==> config.mk <==
export PLATFORM = sky130hd
export DESIGN_NAME = upsample_ctrl
export DESIGN_NICKNAME = d
export VERILOG_FILES = /design/src/rtl/upsample_pkg.sv /design/src/rtl/upsample_line_buf.sv /design/src/rtl/upsample_ctrl.sv
export SDC_FILE = /design/constraint.sdc
export NUM_CORES = 1
export LEC_CHECK = 0
export ABC_AREA = 1
export BUFFER_PORTS_ARGS = -buffer_cell sky130_fd_sc_hd__buf_2
export CORE_ASPECT_RATIO = 1.2
export CORE_UTILIZATION = 45
export DETAILED_ROUTE_END_ITERATION = 8
export GPL_TIMING_DRIVEN = 0
export PLACE_DENSITY = 0.7
export SLEW_MARGIN = 15
export SYNTH_ARGS = -nofsm -noshare
export SYNTH_HDL_FRONTEND = slang
export SYNTH_SLANG_ARGS = --single-unit
export TNS_END_PERCENT = 10
==> constraint.sdc <==
create_clock -name clk -period 3.7 [get_ports clk]
set_input_delay 0.555 -clock clk [delete_from_list [all_inputs] [get_ports clk]]
set_output_delay 0.555 -clock clk [all_outputs]
set_load 0.01 [all_outputs]
==> src/rtl/upsample_pkg.sv <==
// Shared types and defaults for the 2x nearest-neighbour upsample sequencer.
package upsample_pkg;

  typedef enum logic [2:0] {
    ST_IDLE  = 3'd0,
    ST_FILL  = 3'd1,
    ST_EMIT0 = 3'd2,
    ST_EMIT1 = 3'd3,
    ST_FIN   = 3'd4
  } state_e;

  localparam int DATA_W_DEF = 8;
  localparam int IMG_W_DEF  = 64;
  localparam int IMG_H_DEF  = 48;
  localparam int UP_FACTOR  = 2;

endpackage

==> src/rtl/upsample_line_buf.sv <==
// Single-row pixel store: one write port, one synchronous read port, storage not reset.
module upsample_line_buf #(
  parameter int DATA_W = 8,
  parameter int DEPTH  = 64,
  parameter int AW     = 6
) (
  input  logic              clk,
  input  logic              we,
  input  logic [AW-1:0]     waddr,
  input  logic [DATA_W-1:0] wdata,
  input  logic [AW-1:0]     raddr,
  output logic [DATA_W-1:0] rdata
);

  logic [DATA_W-1:0] mem [DEPTH];

  always_ff @(posedge clk) begin
    if (we) mem[waddr] <= wdata;
    rdata <= mem[raddr];
  end

endmodule

==> src/rtl/upsample_ctrl.sv <==
// Frame sequencer for the 2x nearest-neighbour upsample: fills one row from a FWFT FIFO,
// then replays it twice with each pixel doubled. Optional sof/eol marks under UPSAMPLE_CTRL_MARK_EN.
module upsample_ctrl
  import upsample_pkg::*;
#(
  parameter int DATA_W = DATA_W_DEF,
  parameter int IMG_W  = IMG_W_DEF,
  parameter int IMG_H  = IMG_H_DEF,
  parameter int COL_W  = 6,
  parameter int ROW_W  = 6
) (
  input  logic              clk,
  input  logic              rst,
  input  logic              start,
  output logic              busy,
  output logic              done,
  input  logic [DATA_W-1:0] din,
  input  logic              empty,
  output logic              rd_en,
  output logic [DATA_W-1:0] dout,
  output logic              valid_out,
  input  logic              ready_out,
  output logic [ROW_W:0]    out_row,
`ifdef UPSAMPLE_CTRL_MARK_EN
  output logic [COL_W:0]    out_col,
  output logic              sof,
  output logic              eol
`else
  output logic [COL_W:0]    out_col
`endif
);

  localparam int BEATS = UP_FACTOR * IMG_W;
  localparam logic [COL_W:0]   LAST_BEAT = (COL_W+1)'(BEATS - 1);
  localparam logic [COL_W-1:0] LAST_COL  = COL_W'(IMG_W - 1);
  localparam logic [ROW_W-1:0] LAST_ROW  = ROW_W'(IMG_H - 1);

  state_e            state;
  logic [COL_W-1:0]  in_col;
  logic [ROW_W-1:0]  in_row;
  logic [COL_W:0]    beat;
  logic              pass_done;
  logic              rd_ok;
  logic              emitting, fire, last_fire, can_load, adv_pix;
  logic [COL_W-1:0]  raddr;
  logic [DATA_W-1:0] rdata;

  assign emitting  = (state == ST_EMIT0) || (state == ST_EMIT1);
  assign rd_en     = (state == ST_FILL) & ~empty;
  assign fire      = valid_out & ready_out;
  assign last_fire = fire & (out_col == LAST_BEAT);
  assign can_load  = emitting & rd_ok & ~pass_done & (~valid_out | ready_out);

  // Read address runs one beat ahead so rdata already holds the pixel for the next load.
  assign adv_pix = can_load & beat[0] & (beat != LAST_BEAT);
  assign raddr   = beat[COL_W:1] + COL_W'(adv_pix);

  upsample_line_buf #(
    .DATA_W (DATA_W),
    .DEPTH  (IMG_W),
    .AW     (COL_W)
  ) u_line_buf (
    .clk   (clk),
    .we    (rd_en),
    .waddr (in_col),
    .wdata (din),
    .raddr (raddr),
    .rdata (rdata)
  );

  always_ff @(posedge clk or negedge rst) begin
    if (!rst) begin
      state     <= ST_IDLE;
      in_col    <= '0;
      in_row    <= '0;
      beat      <= '0;
      pass_done <= 1'b0;
      rd_ok     <= 1'b0;
      busy      <= 1'b0;
      done      <= 1'b0;
      valid_out <= 1'b0;
      dout      <= '0;
      out_row   <= '0;
      out_col   <= '0;
`ifdef UPSAMPLE_CTRL_MARK_EN
      sof       <= 1'b0;
      eol       <= 1'b0;
`endif
    end else begin
      done <= 1'b0;

      if (can_load) begin
        valid_out <= 1'b1;
        dout      <= rdata;
        out_col   <= beat;
        out_row   <= {in_row, state == ST_EMIT1};
`ifdef UPSAMPLE_CTRL_MARK_EN
        sof       <= (beat == '0) && (in_row == '0) && (state == ST_EMIT0);
        eol       <= (beat == LAST_BEAT);
`endif
        if (beat == LAST_BEAT) pass_done <= 1'b1;
        else                   beat      <= beat + 1'b1;
      end else if (fire) begin
        valid_out <= 1'b0;
`ifdef UPSAMPLE_CTRL_MARK_EN
        sof       <= 1'b0;
        eol       <= 1'b0;
`endif
      end

      case (state)
        ST_IDLE: begin
          if (start) begin
            state  <= ST_FILL;
            busy   <= 1'b1;
            in_col <= '0;
            in_row <= '0;
          end
        end
        ST_FILL: begin
          beat      <= '0;
          pass_done <= 1'b0;
          rd_ok     <= 1'b0;
          if (rd_en) begin
            if (in_col == LAST_COL) begin
              in_col <= '0;
              state  <= ST_EMIT0;
            end else begin
              in_col <= in_col + 1'b1;
            end
          end
        end
        ST_EMIT0: begin
          rd_ok <= 1'b1;
          if (last_fire) begin
            state     <= ST_EMIT1;
            beat      <= '0;
            pass_done <= 1'b0;
            rd_ok     <= 1'b0;
          end
        end
        ST_EMIT1: begin
          rd_ok <= 1'b1;
          if (last_fire) begin
            beat      <= '0;
            pass_done <= 1'b0;
            rd_ok     <= 1'b0;
            if (in_row == LAST_ROW) begin
              state <= ST_FIN;
              done  <= 1'b1;
            end else begin
              in_row <= in_row + 1'b1;
              state  <= ST_FILL;
            end
          end
        end
        ST_FIN: begin
          busy  <= 1'b0;
          state <= ST_IDLE;
        end
        default: state <= ST_IDLE;
      endcase
    end
  end

endmodule

==> impl_metrics.csv <==
group,metric,value,unit
timing,worst_pin_slew,0.9952,ns
floorplanning,die_w,214.5,um
worst_setup_path,cp_cell_sequence,"nand2_2, nor2_1, nand2_1, nor2_1, nor2_1, ha_1, ha_1, buf_2, buf_2, clkbuf_4, nand3_1, nand3_1, nand3_1, nand3_1, nand3_1, nand2_1",
power_and_ir_drop,powerDensity,912.7,nW/um^2
timing,finClkSkew,0.01334,ns
timing,max_freq,281.9,MHz
final_layout,fin_cells,3148,
timing,period_share,0.9587,
drt,drt_pass1_iterations,6,
timing,finalSetupViolCount,0,
worst_setup_path,cpPeakStageDelay,0.49,ns
cts,cts_root_buffer,"clkbuf_16",
power_and_ir_drop,p_leak,11.08,nW
global_routing,grt_overflow,0,
placed_design,gp_congestion,0.9748,
global_routing,antenna_found_initial,0,
worst_setup_path,r2r_slack,0.15,ns
yosys,synthArstFlopShare,0.08612,
global_routing,grt_pass1_wl,100900,um
worst_setup_path,crit_path_end_kind,"flop",
cts,cts_setup_buffers,0,
worst_setup_path,path_common_cell,"nand3_1",
timing,holdWs,-0.007897,ns
cts,clk_latency,0.59,ns
cts,clock-sinks,569,
yosys,syn_area,24390,sq um
worst_setup_path,cp_max_fo,10,
status,run_status,"complete, but fails checks",
drt,drcViolationCount,0,
final_layout,fill_cells,4644,
timing,hold_viol_final,28,
worst_setup_path,path_class,"reg -> reg",
timing,min_period,3.547,ns
cts,cts_tree,"yes",
worst_hold_path,hold_path.class,"in -> async",
placed_design,placed_cells,3059,
floorplanning,core-area,53640,sq um
placed_design,dp_hpwl,45890,um
yosys,synth_seq_cells,569,
timing,max_slew_margin,0.3341,
worst_setup_path,critPathArrivalTime,4.07,ns
timing,maxSlewViolCount,0,
final_layout,synthToLayoutAreaGrowth,11.55,%
drt,post_drt_via_cell_ratio,5.456,
job,maxCapViolCount,0,
yosys,synthFlopType,"edfxtp_1",
final_layout,nNetsFinal,2418,
floorplanning,num_io_pins,39,
yosys,syn_nets,2327,
cts,cts_max_level,2,
worst_setup_path,crit_required,4.22,ns
drt,post_drt_wl_per_cell,21.70,um
yosys,avgSynthCellArea,10.56,sq um
floorplanning,rows,93,
cts,cts_buffer_depth,3,
cts,cts.clk_slew.worst_paths,0.06,ns
global_routing,grtUsageTotal,0.2472,
floorplanning,die_h,257.0,um
worst_setup_path,path_delay_family,"simple AND/OR/NAND/NOR gates",
cts,numCtsBuffers,51,
worst_setup_path,worst_path_max_delay_cell,"dfrtp_1",
worst_setup_path,start_kind,"flop",
floorplanning,initial_utilization,0.4546,
drt,via_count,17180,
timing,rsz0062_at_grt,"no",
final_layout,final_area,27200,sq um
cts,hold_buffers,0,
power_and_ir_drop,irDropWorstVdd,0.0004953,V
final_layout,drive_gt1_frac,0.09852,
final_layout,diodes,0,
placed_design,pre_cts_ws,-0.3636,ns
global_routing,grt_start_max_net_pins,65,
yosys,yosysSeqAreaShare,0.6873,
floorplanning,die_area,55130,sq um
drt,final_antenna_net_count,0,
timing,fin_tns_setup,0,ns
placed_design,place_area,25490,sq um
drt,drt-total-wl,68320,um
worst_setup_path,worstPathBufferInverterCount,3,
yosys,yosysUniqueCellTypes,38,
drt,drt_first_iter_violations,2317,
placed_design,numPortBuffers,38,
yosys,synth_edf_count,512,
status,violations,"negative hold slack",
global_routing,first_global_vias,16450,
yosys,synth_warnings,0,
timing,layout_setup_ws,0.1528,ns
yosys,syn-instance-count,2309,
[worst paths after layout]
check,to,cells past startpoint,startpoint
setup reg to reg,u_line_buf.rdata[0],16,beat[2]
hold reg to reg,dout[0],2,u_line_buf.rdata[0]
max in group asynchronous,state[2],1,rst
hold / removal,out_col[0],1,rst
min in group clk,busy,3,start
setup / recovery,u_line_buf.rdata[0],16,beat[2]
[synthesized netlist by cell type (2+ instances only)]
library cell  number  share of area
a21oi_1            8         0.0016
nand2_2            3        0.00077
nand4_1            3        0.00077
nand2_1          750           0.12
edfxtp_1         512           0.63
o211ai_1          27         0.0083
clkbuf_1          25         0.0038
o21ai_0           36         0.0074
nor3_1             4        0.00082
ha_1               5         0.0026
inv_1            252          0.039
o21ai_1            3        0.00062
buf_6              3         0.0014
inv_2              7         0.0011
xor2_1             6         0.0022
nand3_2            7         0.0029
nor2_4             3         0.0014
dfxtp_1            8         0.0066
nand4_2            3         0.0015
nor2_1           123          0.019
buf_1              7         0.0011
buf_4              5         0.0015
dfrtp_1           49          0.050
nand3_1          374          0.077
nor2_2             2        0.00051
xor2_4             3         0.0034
buf_2             70          0.014
[worst register-to-register path: cells and delay by family (launching register included)]
kind,cells,cell delay (ns)
adder cells (fa/ha/maj),2,0.51
buffers and inverters,3,0.93
flip-flops,1,0.49
AND/OR/NAND/NOR,11,1.57
[state kept, by name, indices dropped and copies added (netlist names)]
signal            cells
busy                  1
done                  1
rd_ok                 1
valid_out             1
in_col                6
out_row               7
in_row                6
u_line_buf.rdata      8
dout                  8
beat                  7
u_line_buf.mem      512
out_col               7
pass_done             1
state                 3
[routing by layer]
layer  share of wire  track usage  vias to the layer above
met4           0.044       0.1127                        0
met3           0.090      0.03853                      159
li1                -            -                     7839
met1            0.39       0.3168                     8253
met5               0            0                        -
met2            0.48       0.4142                      924
[cell usage in the layout, fill, tap and decap left out, types with 5 or more instances in the layout]
| master | count |
|---|---|
| bufinv_16 | 5 |
| a21oi_1 | 8 |
| o21ai_0 | 36 |
| clkinv_1 | 5 |
| ha_1 | 5 |
| nand3_2 | 7 |
| o211ai_1 | 27 |
| dfrtp_1 | 49 |
| inv_2 | 5 |
| buf_4 | 16 |
| clkbuf_16 | 53 |
| nand3_1 | 373 |
| clkinv_2 | 9 |
| buf_2 | 97 |
| edfxtp_1 | 512 |
| dfxtp_1 | 8 |
| nand2_1 | 750 |
| inv_1 | 252 |
| clkbuf_1 | 26 |
| clkbuf_2 | 12 |
| nor2_1 | 123 |
| xor2_1 | 6 |
[area by class of cell]
class	instances	area (sq um)	area share
repair buffers	38	212.7	0.007819
inverters	260	980.9	0.03606
clock buffers	67	1399	0.05142
flip-flops and latches	569	16760	0.6162
multi-input cells	1370	6125	0.2252
clock inverters	22	252.7	0.009291
plain buffers	110	580.6	0.02134
well taps	712	890.9	0.03275
[report_power, final]
part	leakage, nW	switching [mW]	internal, mW
registers	5.28	0.203	7.26
logic	5.00	8.81	3.26
clock network	0.804	2.29	3.01
[cells by family after synthesis]
logic type	after synthesis	share of synthesized area
AND/OR/NAND/NOR	1279	0.2230
flip-flops	569	0.6873
buffers and inverters	370	0.06224
AO/OA/AOI/OAI	75	0.01827
XOR/XNOR	11	0.006568
adder cells (fa/ha/maj)	5	0.002565
[metrics by stage]
stage               power, mW    util
floorplan               14.71       -
finish                  24.83  0.5071
global placement        19.02  0.4748
CTS                     24.54  0.5064
detailed placement      19.23  0.4751
global route            25.95  0.5071
[what timing repair did]
item,in CTS,in global routing
cloned,0,0
endpoints found under the setup margin,8,8
resized for setup,14,21
Note: power is estimated with default switching activity, not from simulation.
